[src/rtl/mult_pkg.sv]
// Shared types and constants for the multiplier driver.
// State encoding, default operand width and WAIT timeout limit.
package mult_pkg;

  localparam int W_DEF    = 5;
  localparam int TO_LIMIT = 31;
  localparam int TO_W     = 5;

  typedef enum logic [2:0] {
    S_IDLE,
    S_START,
    S_SEND_Y,
    S_SEND_X,
    S_WAIT,
    S_CAP_HI,
    S_CAP_LO,
    S_OUT
  } state_t;

endpackage

[src/rtl/mult_driver.sv]
// Sequences one operand pair through a serial multiplier and returns {hi,lo}.
// Define MULT_DRIVER_TIMEOUT_EN to bound the WAIT state and flag out_err.
module mult_driver
  import mult_pkg::*;
#(
  parameter int W = W_DEF
) (
  input  logic           clk,
  input  logic           rst,
  input  logic           in_valid,
  output logic           in_ready,
  input  logic [W-1:0]   in_x,
  input  logic [W-1:0]   in_y,
  output logic           m_start,
  output logic [W-1:0]   m_data,
  input  logic           m_done,
  input  logic [W-1:0]   m_data_out,
  output logic           out_valid,
  input  logic           out_ready,
  output logic [2*W-1:0] out_prod,
  output logic           out_err
);

  state_t       st;
  logic [W-1:0] x_q;
  logic [W-1:0] y_q;
  logic [W-1:0] hi_q;
  logic [W-1:0] lo_q;

`ifdef MULT_DRIVER_TIMEOUT_EN
  logic [TO_W-1:0] to_cnt;
  logic            err_q;

  assign out_err = err_q;
`else
  assign out_err = 1'b0;
`endif

  always_ff @(posedge clk) begin
    if (!rst) begin
      st        <= S_IDLE;
      in_ready  <= 1'b1;
      m_start   <= 1'b0;
      m_data    <= '0;
      out_valid <= 1'b0;
      out_prod  <= '0;
      x_q       <= '0;
      y_q       <= '0;
      hi_q      <= '0;
      lo_q      <= '0;
`ifdef MULT_DRIVER_TIMEOUT_EN
      to_cnt    <= '0;
      err_q     <= 1'b0;
`endif
    end else begin
      unique case (st)
        S_IDLE: begin
          if (in_valid) begin
            x_q      <= in_x;
            y_q      <= in_y;
            in_ready <= 1'b0;
            m_start  <= 1'b1;
            st       <= S_START;
          end
        end
        S_START: begin
          m_start <= 1'b0;
          m_data  <= y_q;
          st      <= S_SEND_Y;
        end
        S_SEND_Y: begin
          m_data <= x_q;
          st     <= S_SEND_X;
        end
        S_SEND_X: begin
          m_data <= '0;
          st     <= S_WAIT;
`ifdef MULT_DRIVER_TIMEOUT_EN
          to_cnt <= '0;
`endif
        end
        S_WAIT: begin
          // high half is on the bus in the same cycle as m_done
          if (m_done) begin
            hi_q <= m_data_out;
            st   <= S_CAP_HI;
          end
`ifdef MULT_DRIVER_TIMEOUT_EN
          else if (to_cnt == TO_W'(TO_LIMIT - 1)) begin
            out_prod  <= '0;
            err_q     <= 1'b1;
            out_valid <= 1'b1;
            st        <= S_OUT;
          end else begin
            to_cnt <= to_cnt + 1'b1;
          end
`endif
        end
        S_CAP_HI: begin
          lo_q <= m_data_out;
          st   <= S_CAP_LO;
        end
        S_CAP_LO: begin
          out_prod  <= {hi_q, lo_q};
          out_valid <= 1'b1;
`ifdef MULT_DRIVER_TIMEOUT_EN
          err_q     <= 1'b0;
`endif
          st        <= S_OUT;
        end
        S_OUT: begin
          if (out_ready) begin
            out_valid <= 1'b0;
            in_ready  <= 1'b1;
`ifdef MULT_DRIVER_TIMEOUT_EN
            err_q     <= 1'b0;
`endif
            st        <= S_IDLE;
          end
        end
        default: st <= S_IDLE;
      endcase
    end
  end

endmodule

[config.mk]
export PLATFORM = sky130hd
export DESIGN_NAME = mult_driver
export DESIGN_NICKNAME = d
export VERILOG_FILES = /design/src/rtl/mult_pkg.sv /design/src/rtl/mult_driver.sv
export SDC_FILE = /design/constraint.sdc
export NUM_CORES = 1
export LEC_CHECK = 0
export ABC_AREA = 1
export CAP_MARGIN = 0
export CORE_MARGIN = 2
export CORE_UTILIZATION = 34
export CTS_BUF_LIST = sky130_fd_sc_hd__clkbuf_8
export DETAILED_ROUTE_END_ITERATION = 10
export PLACE_DENSITY_LB_ADDON = 0.08
export SKIP_LAST_GASP = 1
export SYNTH_ARGS = -nofsm -noshare
export SYNTH_HDL_FRONTEND = slang
export SYNTH_SLANG_ARGS = --single-unit
export TNS_END_PERCENT = 20
[constraint.sdc]
create_clock -name clk -period 1.09 [get_ports clk]
set_input_delay 0.218 -clock clk [delete_from_list [all_inputs] [get_ports clk]]
set_output_delay 0.218 -clock clk [all_outputs]
set_load 0.02 [all_outputs]
==> summary.md <==
| Metric | Value |
|---|---|
| Status | `finished with violations` |
| Failing checks | `setup timing` |
| Largest net degree at the start of global routing | `39` |
| GP Congestion | `0.833` |
| Clock root cell | `clkbuf_8` |
| Hold_ws | `0.438 ns` |
| Vias | `1,394` |
| Total GRT Usage | `0.136` |
| Hold endpoint | `out_prod[1]` |
| Final HPWL DP | `2.28 mm` |
| Seq pwr share | `0.455` |
| Initial Util | `0.347` |
| Leak | `0.938 nW` |
| Critical Path Sink Type | `flip-flop` |
| Post-CTS setup buffer count | `0` |
| Initial antenna violation count | `0` |
| Drt drc | `0` |
| Mapped cell area | `0.00162 mm2` |
| FF-to-FF Start | `st[1]` |
| Hold Crit Class | `reg2reg` |
| GR Util met3 | `0.0387` |
| YS warnings | `0` |
| Placed Area | `0.00215 mm2` |
| Post-Synthesis Cells | `204` |
| Met2 GRT Util | `0.219` |
| Clk Latency, worst-skew pair | `0.29 ns` |
| First-pass GRT wire length | `5.46 mm` |
| Grt met1 use | `0.164` |
| Post-synth top cells | `43 x a21oi_1, 41 x dfxtp_1, 36 x inv_1` |
| Clk sinks | `41` |
| Switching part of the total | `0.286` |
| Comb pwr share | `0.234` |
| CP Class | `reg2reg` |
| TNS Setup | `-1.58 ns` |
| Reg2Reg Setup Slack | `-0.11 ns` |
| Clock share of power | `0.311` |
| Yosys top cell by area | `dfxtp_1` |
| Final Max Tran Viols | `0` |
| NetSw | `1.09 mW` |
| Final instance area | `0.00228 mm2` |
| Clock Tree Buf Depth | `2` |
| Fillers | `462` |
| CP Data Required Time | `1.28 ns` |
| RSZ-0062 raised after global routing | `true` |
| Worst R2R End | `x_q[4]` |
| WP buf/inv | `2` |
| Final core occ | `0.488` |
| Max IR drop VDD | `896 uV` |
| Finish-stage setup viols | `26` |
| Pwr dens | `1680 mW/mm2` |
| Final #Nets | `273` |
| Worst Hold Depth | `2` |
| Synth cell types | `19` |
| Die Y | `73.0 um` |
| Routed WL per cell | `11.2 um` |
| IO Count | `39` |
| Number of cells after detailed placement | `299` |
| Total power | `3.82 mW` |
| EDFF count, synth | `0` |
| Layout Cells excl Fill | `307` |
| Register area share after synthesis | `0.508` |
| Mapped Nets | `224` |
| Gr busiest metal | `met2` |
| H-Tree Depth | `2` |
| Area delta synth->final | `40.8%` |
| Max-Cap Viols | `0` |
| CTS clock-pin slew for the worst setup and hold paths | `0.07 ns` |
| Layout cells sized above 1 | `0.194` |
| Die width | `73.0 um` |
| Total die area | `0.00532 mm2` |
| Grt ovf | `0` |
| Hold Vio Cnt, Final | `0` |
| Share of the synthesized area in the top cell type | `0.508` |
| Final period util | `1.10` |
| Slowest CP cell | `dfxtp_2` |
| Fin crit period | `1.20 ns` |
| Final WL | `3.43 mm` |
| Slowest cell delay on critical path | `0.34 ns` |
| Antenna cell count | `0` |
| Layout Skew | `0.00471 ns` |
| Seq cells post-synth | `41` |
| Ranking of synthesized cells by area | `dfxtp_1 51%, a21oi_1 13%, o21ai_0 9.0%` |
| Crit. Startpoint | `st[1]` |
| Drt first pass iters | `4` |
| Worst Reg-to-Reg Cells | `6` |
| Hold path startpoint | `out_prod[1]` |
| CP Cell Sequence | `buf_6 -> nor2_8 -> nand3_4 -> clkbuf_16 -> o21ai_1 -> a21oi_1` |
| Hold-fix buffers at CTS | `0` |
| Cell family with the largest share of critical-path delay | `flip-flops` |
| CP Data Arrival Time | `1.38 ns` |
| ANT nets after route | `0` |
| CTS tree | `done` |
| Final critical-path setup slack | `-0.106 ns` |
| Syn_area_per_cell | `7.92 um2` |
| Row cnt | `25` |
| Asr flop ratio synth | `0` |
| Core footprint | `0.00466 mm2` |
| Prevailing post-synth register cell | `dfxtp_1` |
| Pre-CTS setup slack | `-0.214 ns` |
| Top-count cell post-synth | `a21oi_1` |
| Fmax | `0.836 GHz` |
| Number of global-route vias before repair | `1,242` |
| Starting DRT DRC Count | `55` |
| Internal power | `2.73 mW` |
| Buffers on Ports | `37` |
| Worst-path maximum fanout | `5` |
| Critical path launch point type | `flip-flop` |
| CTS Buf Count | `5` |
| DR vias/cell | `4.54` |
-- cells in the final DEF, fill, tap and decap left out, drive strengths merged --
master | netlist | routed
clkdlybuf4s50 | 0 | 19
buf | 9 | 25
nand2 | 13 | 13
dlygate4sd2 | 0 | 7
clkbuf | 3 | 7
a21oi | 43 | 43
dfxtp | 41 | 41
nand4 | 2 | 2
a31oi | 1 | 1
conb | 1 | 1
bufinv | 0 | 1
nand3 | 10 | 10
o21ai | 37 | 37
clkdlybuf4s15 | 0 | 1
nor2 | 6 | 6
clkinv | 0 | 1
inv | 38 | 38
-- registers in the layout, summed over array words and instances (netlist names) --
register and cells:
y_q 5, hi_q 5, x_q 5, m_start 1, out_prod 10, st 3
lo_q 5, in_ready 1, out_valid 1, m_data 5
-- logic make-up (layout without fill, tap and decap cells) --
logic type      Yosys count  after routing  synth area share
simple gates             31             31             0.105
buf+inv                  50             99             0.133
compound gates           81             81             0.252
other cells               1              1           0.00232
flops                    41             41             0.508
-- power groups by stage --
stage	registers (mW)	clock network (mW)	logic, mW
final	1.74	1.19	0.892
after CTS	1.72	1.23	0.836
after detailed placement	1.75	0	0.883
after global routing	1.75	1.29	0.982
after floorplan	1.80	0	0.436
after global placement	1.75	0	0.885
-- worst min-delay path, stage by stage (launching register included) --
cell and delay, ns:
dfxtp_1 0.31, inv_1 0.04, a21oi_1 0.04
-- worst max path at each step --
stage / end / slack (ns) / depth (start not counted)
after floorplan: x_q[0] / 0.03 / 6
after detailed placement: y_q[4] / -0.21 / 5
after global routing: y_q[1] / -0.15 / 6
final: x_q[4] / -0.11 / 6
after CTS: y_q[4] / -0.10 / 6
after global placement: y_q[4] / -0.20 / 5
-- per-layer routing --
layer  share of wire  wire (um)
met1            0.46       1580
met2            0.48       1650
met3           0.039        135
met4           0.020         70
met5               0          0
-- layout make-up --
cell class                 count  area (um2)  area share
sequential                    41         823       0.362
inverter                      38         143      0.0627
clock inverter                 2        35.0      0.0154
clock buffer                   5        68.8      0.0302
timing repair buffer          54         519       0.228
multi-input combinational    113         619       0.272
tap                           54        67.6      0.0297
-- timing repair --
action	4_1_cts	5_1_grt
pin swaps	1	1
cloned	0	2
resized for setup	49	19
endpoints found under the setup margin	57	49
Note: power is estimated with default switching activity, not from simulation.
